[src/rtl/pc_unit_pkg.sv]
`default_nettype none
// ============================================================================
//  Module      : pc_unit_pkg
//  Description : Shared types and constants for the program-counter unit.
//                - pc_state_t   : sequencer states (BOOT, RUN, HALT)
//                - redirect_t   : which redirect source won target selection
//                - INSTR_BYTES  : size of one instruction (sequential step)
//  Revision    : 1.0 - initial release
// ============================================================================
package pc_unit_pkg;

    localparam int INSTR_BYTES = 4;

    typedef enum logic [1:0] {
        BOOT = 2'd0,
        RUN  = 2'd1,
        HALT = 2'd2
    } pc_state_t;

    typedef enum logic [1:0] {
        RED_NONE   = 2'd0,
        RED_BRANCH = 2'd1,
        RED_JAL    = 2'd2,
        RED_JALR   = 2'd3
    } redirect_t;

endpackage : pc_unit_pkg
`default_nettype wire

[src/rtl/pc_target_sel.sv]
`default_nettype none
// ============================================================================
//  Module      : pc_target_sel
//  Description : Combinational redirect-target selection.
//                Priority JumpReg > Jump > BranchTaken. JALR clears bit 0.
//                Build option PC_MISALIGN_TRAP_EN:
//                  defined   - target passed through, misaligned flag live
//                  undefined - target bits [1:0] forced to 00, flag always 0
//  Ports       : branch_taken, jump, jump_reg - redirect requests
//                alu_result     - ALU-computed target
//                redirect_valid - some redirect request is active
//                target         - selected (and possibly aligned) target
//                misaligned     - target bits [1:0] are non-zero
//  Revision    : 1.0 - initial release
// ============================================================================
module pc_target_sel
    import pc_unit_pkg::*;
#(
    parameter int XLEN = 32
) (
    input  logic            branch_taken,
    input  logic            jump,
    input  logic            jump_reg,
    input  logic [XLEN-1:0] alu_result,
    output logic            redirect_valid,
    output logic [XLEN-1:0] target,
    output logic            misaligned
);

    localparam logic [XLEN-1:0] c_jalr_mask  = ~XLEN'(1);
    localparam logic [XLEN-1:0] c_align_mask = ~XLEN'(3);

    redirect_t       w_sel;
    logic [XLEN-1:0] w_raw;

    always_comb begin
        w_sel = RED_NONE;
        if (jump_reg) begin
            w_sel = RED_JALR;
        end else if (jump) begin
            w_sel = RED_JAL;
        end else if (branch_taken) begin
            w_sel = RED_BRANCH;
        end
    end

    assign w_raw          = (w_sel == RED_JALR) ? (alu_result & c_jalr_mask) : alu_result;
    assign redirect_valid = (w_sel != RED_NONE);

`ifdef PC_MISALIGN_TRAP_EN
    assign target = w_raw;
`else
    // Without trapping, silently realign so the PC can never go misaligned.
    assign target = w_raw & c_align_mask;
`endif

    assign misaligned = (target[1:0] != 2'b00);

endmodule : pc_target_sel
`default_nettype wire

[src/rtl/pc_unit.sv]
`default_nettype none
// ============================================================================
//  Module      : pc_unit
//  Description : Program-counter producer for the single-cycle RISC-V
//                datapath. Holds the PC, sequences BOOT -> RUN, honours
//                stalls and buffers a redirect that arrives during a stall
//                (latest wins, a live redirect beats a buffered one).
//                Build option PC_MISALIGN_TRAP_EN: a misaligned target at
//                the moment it is applied moves the unit to HALT with a
//                sticky Trap and TrapPc; otherwise Trap/TrapPc stay 0.
//  Ports       : clk, rst_n (async, active-low)
//                Stall, BranchTaken, Jump, JumpReg, AluResult - control in
//                Pc, PcPlus4, PcValid, Trap, TrapPc            - outputs
//  Revision    : 1.0 - initial release
// ============================================================================
module pc_unit
    import pc_unit_pkg::*;
#(
    parameter int                XLEN         = 32,
    parameter logic [XLEN-1:0]   RESET_VECTOR = '0
) (
    input  logic            clk,
    input  logic            rst_n,
    input  logic            Stall,
    input  logic            BranchTaken,
    input  logic            Jump,
    input  logic            JumpReg,
    input  logic [XLEN-1:0] AluResult,
    output logic [XLEN-1:0] Pc,
    output logic [XLEN-1:0] PcPlus4,
    output logic            PcValid,
    output logic            Trap,
    output logic [XLEN-1:0] TrapPc
);

`ifdef PC_MISALIGN_TRAP_EN
    localparam bit c_trap_en = 1'b1;
`else
    localparam bit c_trap_en = 1'b0;
`endif

    pc_state_t       r_state,    w_state_nxt;
    logic [XLEN-1:0] r_pc,       w_pc_nxt;
    logic            r_pend_vld, w_pend_vld_nxt;
    logic [XLEN-1:0] r_pend_tgt, w_pend_tgt_nxt;
    logic            r_trap,     w_trap_nxt;
    logic [XLEN-1:0] r_trap_pc,  w_trap_pc_nxt;

    logic            w_red_vld;
    logic [XLEN-1:0] w_sel_tgt;
    logic            w_sel_mis;
    logic [XLEN-1:0] w_apply_tgt;
    logic            w_apply_mis;

    pc_target_sel #(
        .XLEN (XLEN)
    ) u_target_sel (
        .branch_taken   (BranchTaken),
        .jump           (Jump),
        .jump_reg       (JumpReg),
        .alu_result     (AluResult),
        .redirect_valid (w_red_vld),
        .target         (w_sel_tgt),
        .misaligned     (w_sel_mis)
    );

    // Target that would be loaded on an unstalled edge: live redirect first,
    // otherwise the buffered one. Alignment is judged only here, so a
    // misaligned target sitting in the buffer does not trap until applied.
    assign w_apply_tgt = w_red_vld ? w_sel_tgt : r_pend_tgt;
    assign w_apply_mis = w_red_vld ? w_sel_mis : (r_pend_tgt[1:0] != 2'b00);

    always_ff @(posedge clk or negedge rst_n) begin
        if (!rst_n) begin
            r_state    <= BOOT;
            r_pc       <= RESET_VECTOR;
            r_pend_vld <= 1'b0;
            r_pend_tgt <= '0;
            r_trap     <= 1'b0;
            r_trap_pc  <= '0;
        end else begin
            r_state    <= w_state_nxt;
            r_pc       <= w_pc_nxt;
            r_pend_vld <= w_pend_vld_nxt;
            r_pend_tgt <= w_pend_tgt_nxt;
            r_trap     <= w_trap_nxt;
            r_trap_pc  <= w_trap_pc_nxt;
        end
    end

    always_comb begin
        w_state_nxt    = r_state;
        w_pc_nxt       = r_pc;
        w_pend_vld_nxt = r_pend_vld;
        w_pend_tgt_nxt = r_pend_tgt;
        w_trap_nxt     = r_trap;
        w_trap_pc_nxt  = r_trap_pc;

        case (r_state)
            BOOT: begin
                // PC already holds RESET_VECTOR; just start fetching.
                w_state_nxt = RUN;
            end
            RUN: begin
                if (Stall) begin
                    if (w_red_vld) begin
                        w_pend_vld_nxt = 1'b1;
                        w_pend_tgt_nxt = w_sel_tgt;
                    end
                end else if (w_red_vld || r_pend_vld) begin
                    w_pend_vld_nxt = 1'b0;
                    if (c_trap_en && w_apply_mis) begin
                        w_state_nxt   = HALT;
                        w_trap_nxt    = 1'b1;
                        w_trap_pc_nxt = w_apply_tgt;
                    end else begin
                        w_pc_nxt = w_apply_tgt;
                    end
                end else begin
                    w_pc_nxt = PcPlus4;
                end
            end
            HALT: begin
                // Frozen until reset.
            end
            default: begin
                w_state_nxt = BOOT;
            end
        endcase
    end

    assign Pc      = r_pc;
    assign PcPlus4 = r_pc + XLEN'(INSTR_BYTES);
    assign PcValid = (r_state == RUN);
    assign Trap    = r_trap;
    assign TrapPc  = r_trap_pc;

endmodule : pc_unit
`default_nettype wire

[config.mk]
export PLATFORM = sky130hd
export DESIGN_NAME = pc_unit
export DESIGN_NICKNAME = d
export VERILOG_FILES = /design/src/rtl/pc_unit_pkg.sv /design/src/rtl/pc_target_sel.sv /design/src/rtl/pc_unit.sv
export SDC_FILE = /design/constraint.sdc
export NUM_CORES = 1
export LEC_CHECK = 0
export BUFFER_PORTS_ARGS = -buffer_cell sky130_fd_sc_hd__buf_2
export CORE_UTILIZATION = 47
export DETAILED_ROUTE_END_ITERATION = 12
export GPL_TIMING_DRIVEN = 0
export PLACE_DENSITY = 0.84
export SYNTH_ARGS = -nofsm -noshare
export SYNTH_HDL_FRONTEND = slang
export SYNTH_SLANG_ARGS = --single-unit
[constraint.sdc]
create_clock -name clk -period 1.8 [get_ports clk]
set_input_delay 0.27 -clock clk [delete_from_list [all_inputs] [get_ports clk]]
set_output_delay 0.27 -clock clk [all_outputs]
set_load 0.005 [all_outputs]
# ---- Yosys cells after proc, flatten, opt, wreduce, memory -nomap -nowiden
# Cells that the tools add are included.
dict set report op_classes {
  add_sub_neg 1
  mul 0
  div 0
  order_cmp 0
  n_eq_ne 3
  shifts 0
  mux 9
  bitwise_logic 1
  n_reduce_logical 8
}
# cell count
set ops {}
lappend ops {{$mux 32} 2}
lappend ops {{$add 32x3->32 const B} 1}
lappend ops {{$mux 1} 4}
lappend ops {{$mux 2} 2}
lappend ops {{$pmux 2 s2} 1}
lappend ops {{$reduce_and 2->1} 2}
lappend ops {{$reduce_bool 2->1} 2}
lappend ops {{$reduce_and 3->1} 1}
lappend ops {{$eq 2x1->1 const B} 1}
lappend ops {{$eq 2x2->1 const B} 1}
lappend ops {{$logic_not 2->1} 1}
lappend ops {{$ne 2x1->1 const B} 1}
lappend ops {{$reduce_or 2->1} 1}
lappend ops {{$logic_or 1x1->1} 1}
lappend ops {{$not 1->1} 1}
dict set report word_totals {
  regBits 67
  latch_bits 0
  ram_bits 0
  rom_bits 0
  input_bits 38
  wordCells 26
  memories 0
}

# ---- Longest topological paths before layout
# Gate-level depths: netlist of run 1.
dict set report logic_depth {
  ltp_word 7
  mapped_depth 7
  depth_no_buf 5
}

# ---- By module
# A second synthesis of run 1 with hierarchy kept.
dict set report unflattened {
  cells_unflattened 512
  area_unflattened_um2 4635.7
}
# mod n_inst cells_each area_each_um2 seq_area_each_um2
set by_module_without_submodules {}
lappend by_module_without_submodules {pc_unit 1 477 4377.9 1651.6}
lappend by_module_without_submodules {pc_target_sel 1 35 257.7 0.0}

# ---- Worst setup path before layout of run 1
# No wires, ideal clock.
dict set report synth_timing {
  kind {register to register}
  startpoint {register r_pc[2], in the netlist Pc[2]}
  endpoint {register r_pc[22], in the netlist Pc[22]}
  arrival_ns 1.741
  required_time_ns 1.674
  path_slack_ns -0.067
  stages_incl_launch_ff 7
  n_path_buf 1
  path_cell_list {dfrtp_1 ha_1 and4_1 buf_2 nand4_4 or4_1 o311a_1}
}
dict set report synth_via {
  elab_chain_cells 2
}
# item line_no
set synth_rtl {}
lappend synth_rtl {{from (decl)} pc_unit.sv:43} ;# logic [XLEN-1:0] r_pc, w_pc_nxt;
lappend synth_rtl {{from (signal assigned)} pc_unit.sv:83} ;# r_pc <= w_pc_nxt;
lappend synth_rtl {{$add 32x3->32} pc_unit.sv:133} ;# assign PcPlus4 = r_pc + XLEN'(INSTR_BYTES);
lappend synth_rtl {{$mux 32} pc_unit.sv:110} ;# end else if (w_red_vld || r_pend_vld) begin
# Every way passes these cells.
# A chain may end at the register's enable or synchronous reset.

# ---- Worst setup path after layout of run 1
dict set report layout_timing {
  startpoint {register r_pc[17], in the netlist Pc[17]}
  endpoint {output PcPlus4[25]}
}
dict set report layout_via {
  elab_chain_cells 1
}
# item line_no
set layout_rtl {}
lappend layout_rtl {{$add 32x3->32} pc_unit.sv:133}
lappend layout_rtl {{to (decl)} pc_unit.sv:30} ;# output logic [XLEN-1:0] PcPlus4,
# Every way passes these cells.

==> reports/qor.yml, run 1 <==
status:
  status: "complete, but fails checks"
  violations: "negative setup slack"
detailed_routing:
  ant_nets: 0
  route.detailed.drc: 0
  drt-pass1-iter-count: 6
  drt-total-wl_um: 16900
  drt_iter0_drc: 606
  vias_per_cell: 6.32
  wl_per_cell_um: 21.1
  vias: 5065
synth:
  postSynthCellCount: 482
  synth_seq_cells: 66
  syn-cell-area_um2: 4440
  synth-edff-count: 0
  ys_seq_area_frac: 0.372
  synth_area_per_cell_um2: 9.21
  yosysWarningCount: 0
  ys_types: 65
  synthArstFlopShare: 1.00
  synthFlopType: "dfrtp_1"
timing:
  worst_slack_ns: -0.470
  fin_crit_ns: 2.27
  fin_worst_skew_ns: 0.0145
  setup_violations: 36
  finalCritPeriodShare: 1.26
  worstMarginPinSlew_ns: 0.866
  rsz0062_at_grt: "yes"
  maxSlewHeadroom: 0.423
  maxClockFrequency_mhz: 441
  slew_violations: 0
  hold_viol_final: 0
final_layout:
  finalNetCount: 724
  diodes: 0
  syn2layout_area_growth_pct: 43.7
  layout-drive-gt1-share: 0.497
  final-instance-count-excl-fill: 801
place:
  hpwl_um: 9500
  place_ws_ns: -0.329
  gp_congestion: 0.908
  place_inst: 725
  io_buffers: 100
worst_setup_path:
  cp_data_arrival_time_ns: 2.00
  crit_path_end_kind: "primary output"
  crit_type: "flop to primary output"
  cp-start-kind: "flop"
  path_max_fanout: 7
  required_ns: 1.53
die:
  pin_count: 136
  initial_core_util: 0.483
  die_y_um: 99.2
  rows: 35
  core_area_um2: 9200
  die_w_um: 99.2
  dieArea_um2: 9840
clock_tree:
  h-tree-depth: 3
  cts_tree: "built"
  ctsRootBufferMaster: "clkbuf_8"
  clk_pin_slew_worst_paths_ns: 0.09
  cts.sinks: 66
  insertion_delay_ns: 0.36
  cts.hold.buffers_added: 0
  cts_buffer_depth: 2
  cts_inserted_buffers: 9
global_route:
  grt_pass1_wl_um: 23100
  grt_pass1_vias: 4401
  grt_start_max_net_pins: 67
  grt_antenna_before_repair: 0
  globalRouteOverflowTotal: 0
  grt.total_usage: 0.303
hold_path:
  hp-class: "input pin to asynchronous set/reset pin"
pwr:
  p_leak_uw: 0.00305
  vdd_drop_max_uv: 555
  power_density_nw_per_um2: 774
run:
  drv_cap: 0
==> logic make-up (layout without fill, tap and decap cells) <==
family,after synthesis,after routing,synth area share
AOI/OAI and AO/OA,107,107,0.170
xor gates and xnor gates,27,27,0.0533
adders and majority gates,1,1,0.00282
buffers and inverters,81,257,0.110
DFF,66,66,0.372
muxes,35,35,0.0874
other,2,34,0.00169
and+or+nand+nor,163,163,0.203
==> flip-flops by register name (all words and copies together) (netlist names) <==
signal	flops
Pc	32
r_pend_tgt	32
r_pend_vld	1
r_state	1
==> cells in the final DEF, fill, tap and decap left out, drive strengths merged, types with 12 or more instances in the layout <==
master / count
a21oi: 12
xnor2: 17
and3: 13
clkbuf: 22
o21ai: 27
dfrtp: 66
nor3: 13
nand2: 43
a31oi: 13
nand3: 20
nand4: 12
conb: 34
buf: 224
mux2: 30
nor2: 23
==> stage by stage <==
stage | hold slack [ns] | total power, µW | cell area, µm² | utilization | setup TNS [ns]
2_1_floorplan | -0.0256 | 2670 | 4570 | - | 0
3_3_place_gp | 0.471 | 3140 | 5210 | 0.566 | -10.33
3_5_place_dp | 0.433 | 3190 | 5210 | 0.567 | -11.66
4_1_cts | 0.0653 | 4570 | 5850 | 0.636 | -6.72
5_1_grt | 0.0910 | 5110 | 6380 | 0.693 | -11.49
6_report | 0.0331 | 4930 | 6380 | 0.693 | -9.70
==> power by group <==
part           total [µW]  leakage [µW]  switching (µW)  internal [µW]
Clock                1260     0.0000958             628            631
Combinational        1650       0.00218             824            829
Sequential           2020      0.000768             301           1720
==> worst max-delay path, stage by stage (launching register included) <==
cell,delay [ns]
dfrtp_1,0.42
buf_6,0.18
nand3_4,0.13
buf_4,0.19
nor2_2,0.23
nand4_1,0.18
xnor2_1,0.17
buf_2,0.14
==> cells in the mapped netlist, types with 4 or more instances <==
cell       number  area [µm²]
a211o_1         4        35.0
a21oi_1        12        60.1
a2bb2oi_1       4        35.0
a31oi_1        13        81.3
and2_1          4        25.0
and3_1         13        81.3
and4_1         10        87.6
buf_2          19        95.1
buf_4          38         285
clkbuf_1       16        60.1
dfrtp_1        66        1650
inv_1           4        15.0
mux2_1         13         146
mux2_2         17         191
mux2i_1         5        50.1
nand2_1        43         161
nand3_1        19        95.1
nand4_1        11        68.8
nor2_1         23        86.3
nor3_1         12        60.1
nor4_1          4        25.0
o21ai_0        18        90.1
o21ai_1         9        45.0
o221ai_1        4        35.0
o311a_1         4        40.0
o31a_1          5        43.8
o31ai_1         4        30.0
or3_1           7        43.8
xnor2_1        17         149
xor2_1         10        87.6
==> metal layers <==
| metal | vias up | track usage | wire length (µm) |
|---|---|---|---|
| li1 | 2109 | - | - |
| met1 | 2339 | 0.381 | 6030 |
| met2 | 484 | 0.477 | 7750 |
| met3 | 133 | 0.0759 | 2090 |
| met4 | 0 | 0.175 | 1050 |
| met5 | - | 0 | 0 |
==> path summary, 6_finish.rpt <==
path                                from       endpoint  slack, ns  depth (start not counted)
max                               Pc[17]    PcPlus4[25]      -0.47                          7
min                                rst_n          Pc[0]       0.03                          1
max reg2reg                        Pc[2]         Pc[14]      -0.12                          8
min reg2reg                r_pend_tgt[1]  r_pend_tgt[1]       0.49                          1
max in group asynchronous          rst_n         Pc[25]       1.15                          1
min in group clk            AluResult[7]  r_pend_tgt[7]       0.15                          2
==> final cells by class <==
cell class,instances,area [µm²]
Buffer,71,518
Clock buffer,10,128
Clock inverter,6,57.6
Fill cell,665,2820
Inverter,5,18.8
Multi-Input combinational cell,367,2810
Sequential cell,66,1680
Tap cell,111,139
Timing Repair Buffer,165,1030
==> timing repair <==
action	CTS	global route
gates cloned	0	0
pin swaps	20	26
gates resized for setup	80	60
buffers inserted	26	40
setup endpoints to repair	54	48
Power figures use the tool's default switching activity.
==> run 2: changes to the inputs <==
--- a/config.mk
+++ b/config.mk
@@ -10,6 +10,7 @@
 export DETAILED_ROUTE_END_ITERATION = 12
 export GPL_TIMING_DRIVEN = 0
 export PLACE_DENSITY = 0.84
+export RECOVER_POWER = 100
 export SYNTH_ARGS = -nofsm -noshare
 export SYNTH_HDL_FRONTEND = slang
 export SYNTH_SLANG_ARGS = --single-unit
==> reports/qor.yml, run 2 (synthesized netlist as in run 1, its figures left out) <==
global_route:
  grt_pass1_wl_um: 23100
  grt_start_max_net_pins: 67
  grt_pass1_vias: 4401
  globalRouteOverflowTotal: 0
  grt.total_usage: 0.303
  grt_antenna_before_repair: 0
clock_tree:
  ctsRootBufferMaster: "clkbuf_8"
  cts_inserted_buffers: 9
  cts_tree: "built"
  clk_pin_slew_worst_paths_ns: 0.08
  h-tree-depth: 3
  insertion_delay_ns: 0.36
  cts.hold.buffers_added: 0
  cts.sinks: 66
  cts_buffer_depth: 2
place:
  place_ws_ns: -0.329
  gp_congestion: 0.908
  io_buffers: 100
  hpwl_um: 9500
timing:
  hold_viol_final: 0
  maxSlewHeadroom: -0.140
  worst_slack_ns: -0.480
  fin_crit_ns: 2.28
  rsz0062_at_grt: "yes"
  maxClockFrequency_mhz: 439
  fin_worst_skew_ns: 0.0154
  timing.hold.ws_ns: 0.147
  finalCritPeriodShare: 1.27
  slew_violations: 67
  setup_violations: 36
  worstMarginPinSlew_ns: 1.71
detailed_routing:
  drt_iter0_drc: 606
  route.detailed.drc: 0
  wl_per_cell_um: 21.2
  vias_per_cell: 6.35
  drt-pass1-iter-count: 6
  vias: 5083
  ant_nets: 0
  drt-total-wl_um: 17000
worst_setup_path:
  rrSetupSlack_ns: -0.11
  r2r_cells: 7
  cp-start-kind: "flop"
  cpMaxStageDelayCell: "dfrtp_1"
  cp_data_arrival_time_ns: 2.01
  path_common_cell: "buf_6"
  crit_type: "flop to primary output"
  rr_endpoint: "Pc[15]"
  path_max_fanout: 4
  required_ns: 1.53
  crit_path_end_kind: "primary output"
  path_cells: "buf_6, and4_4, buf_6, nand4_1, nor2_1, xor2_1, buf_2"
  timing.rr.start: "Pc[4]"
  max_stage_delay_ns: 0.40
status:
  violations: "max-capacitance violations, max-slew violations, negative setup slack"
  status: "complete, but fails checks"
die:
  initial_core_util: 0.483
  die_y_um: 99.2
  die_w_um: 99.2
  dieArea_um2: 9840
  core_area_um2: 9200
  pin_count: 136
  rows: 35
hold_path:
  hp-class: "input pin to flop"
  hold_start: "AluResult[7]"
  whs_endpoint: "r_pend_tgt[7]"
  whs_path_depth: 2
pwr:
  power_density_nw_per_um2: 774
  p_leak_uw: 0.00305
  vdd_drop_max_uv: 555
  power_uw: 4940
final_layout:
  fill_cells: 666
  final_common_cell: "buf_2"
  final_cell_mix: "buf_2, buf_4, dfrtp_1"
  finalNetCount: 724
  layout-drive-gt1-share: 0.496
  syn2layout_area_growth_pct: 43.6
  diodes: 0
run:
  drv_cap: 1
## run 2: worst max-delay path by stage
stage	from	end	slack [ns]	cells past startpoint
floorplan	Pc[2]	PcPlus4[22]	0.01	6
global placement	BranchTaken	Pc[23]	-0.32	5
detailed placement	BranchTaken	Pc[23]	-0.33	5
CTS	Pc[10]	PcPlus4[25]	-0.39	8
global route	Pc[2]	PcPlus4[22]	-0.51	7
finish	Pc[4]	PcPlus4[15]	-0.48	7
## run 2: per-layer routing
layer	share of wire	routed length, µm	track usage
met2	0.46	7810	0.477
met4	0.059	1010	0.175
met5	0	0	0
met3	0.13	2140	0.0759
met1	0.35	6000	0.381
## run 2: worst max-delay path, delay by kind of cell (launching register included)
kind | cells | cell delay, ns
AND/OR/NAND/NOR | 3 | 0.72
flip-flops | 1 | 0.40
buffers and inverters | 3 | 0.37
XOR/XNOR | 1 | 0.16
## run 2: power by group
part | internal, µW | switching [µW] | total (µW)
Clock | 631 | 630 | 1260
Combinational | 828 | 824 | 1650
Sequential | 1720 | 301 | 2020
Total | 3180 | 1760 | 4940
## run 2: cell type report
| cell class | instances | area, µm² | share of cell area |
|---|---|---|---|
| plain buffers | 71 | 518 | 0.0813 |
| well taps | 111 | 139 | 0.0218 |
| clock buffers | 10 | 128 | 0.0200 |
| clock inverters | 6 | 57.6 | 0.00903 |
| flip-flops and latches | 66 | 1670 | 0.263 |
| inverters | 5 | 18.8 | 0.00294 |
| repair buffers | 165 | 1030 | 0.162 |
| multi-input cells | 367 | 2810 | 0.441 |
## run 2: repair_timing
| item | 4_1_cts | 5_1_grt |
|---|---|---|
| setup endpoints to repair | 54 | 48 |
| pin swaps | 20 | 26 |
| resized for setup | 80 | 60 |
| setup buffers | 26 | 40 |
## run 2: through the flow
step,instances,area (µm²),utilization,TNS (ns)
3_5_place_dp,725,5210,0.567,-11.66
5_1_grt,801,6370,0.693,-11.52
4_1_cts,763,5850,0.636,-6.72
3_3_place_gp,725,5210,0.566,-10.33
6_report,801,6370,0.693,-9.66
2_1_floorplan,514,4570,-,0
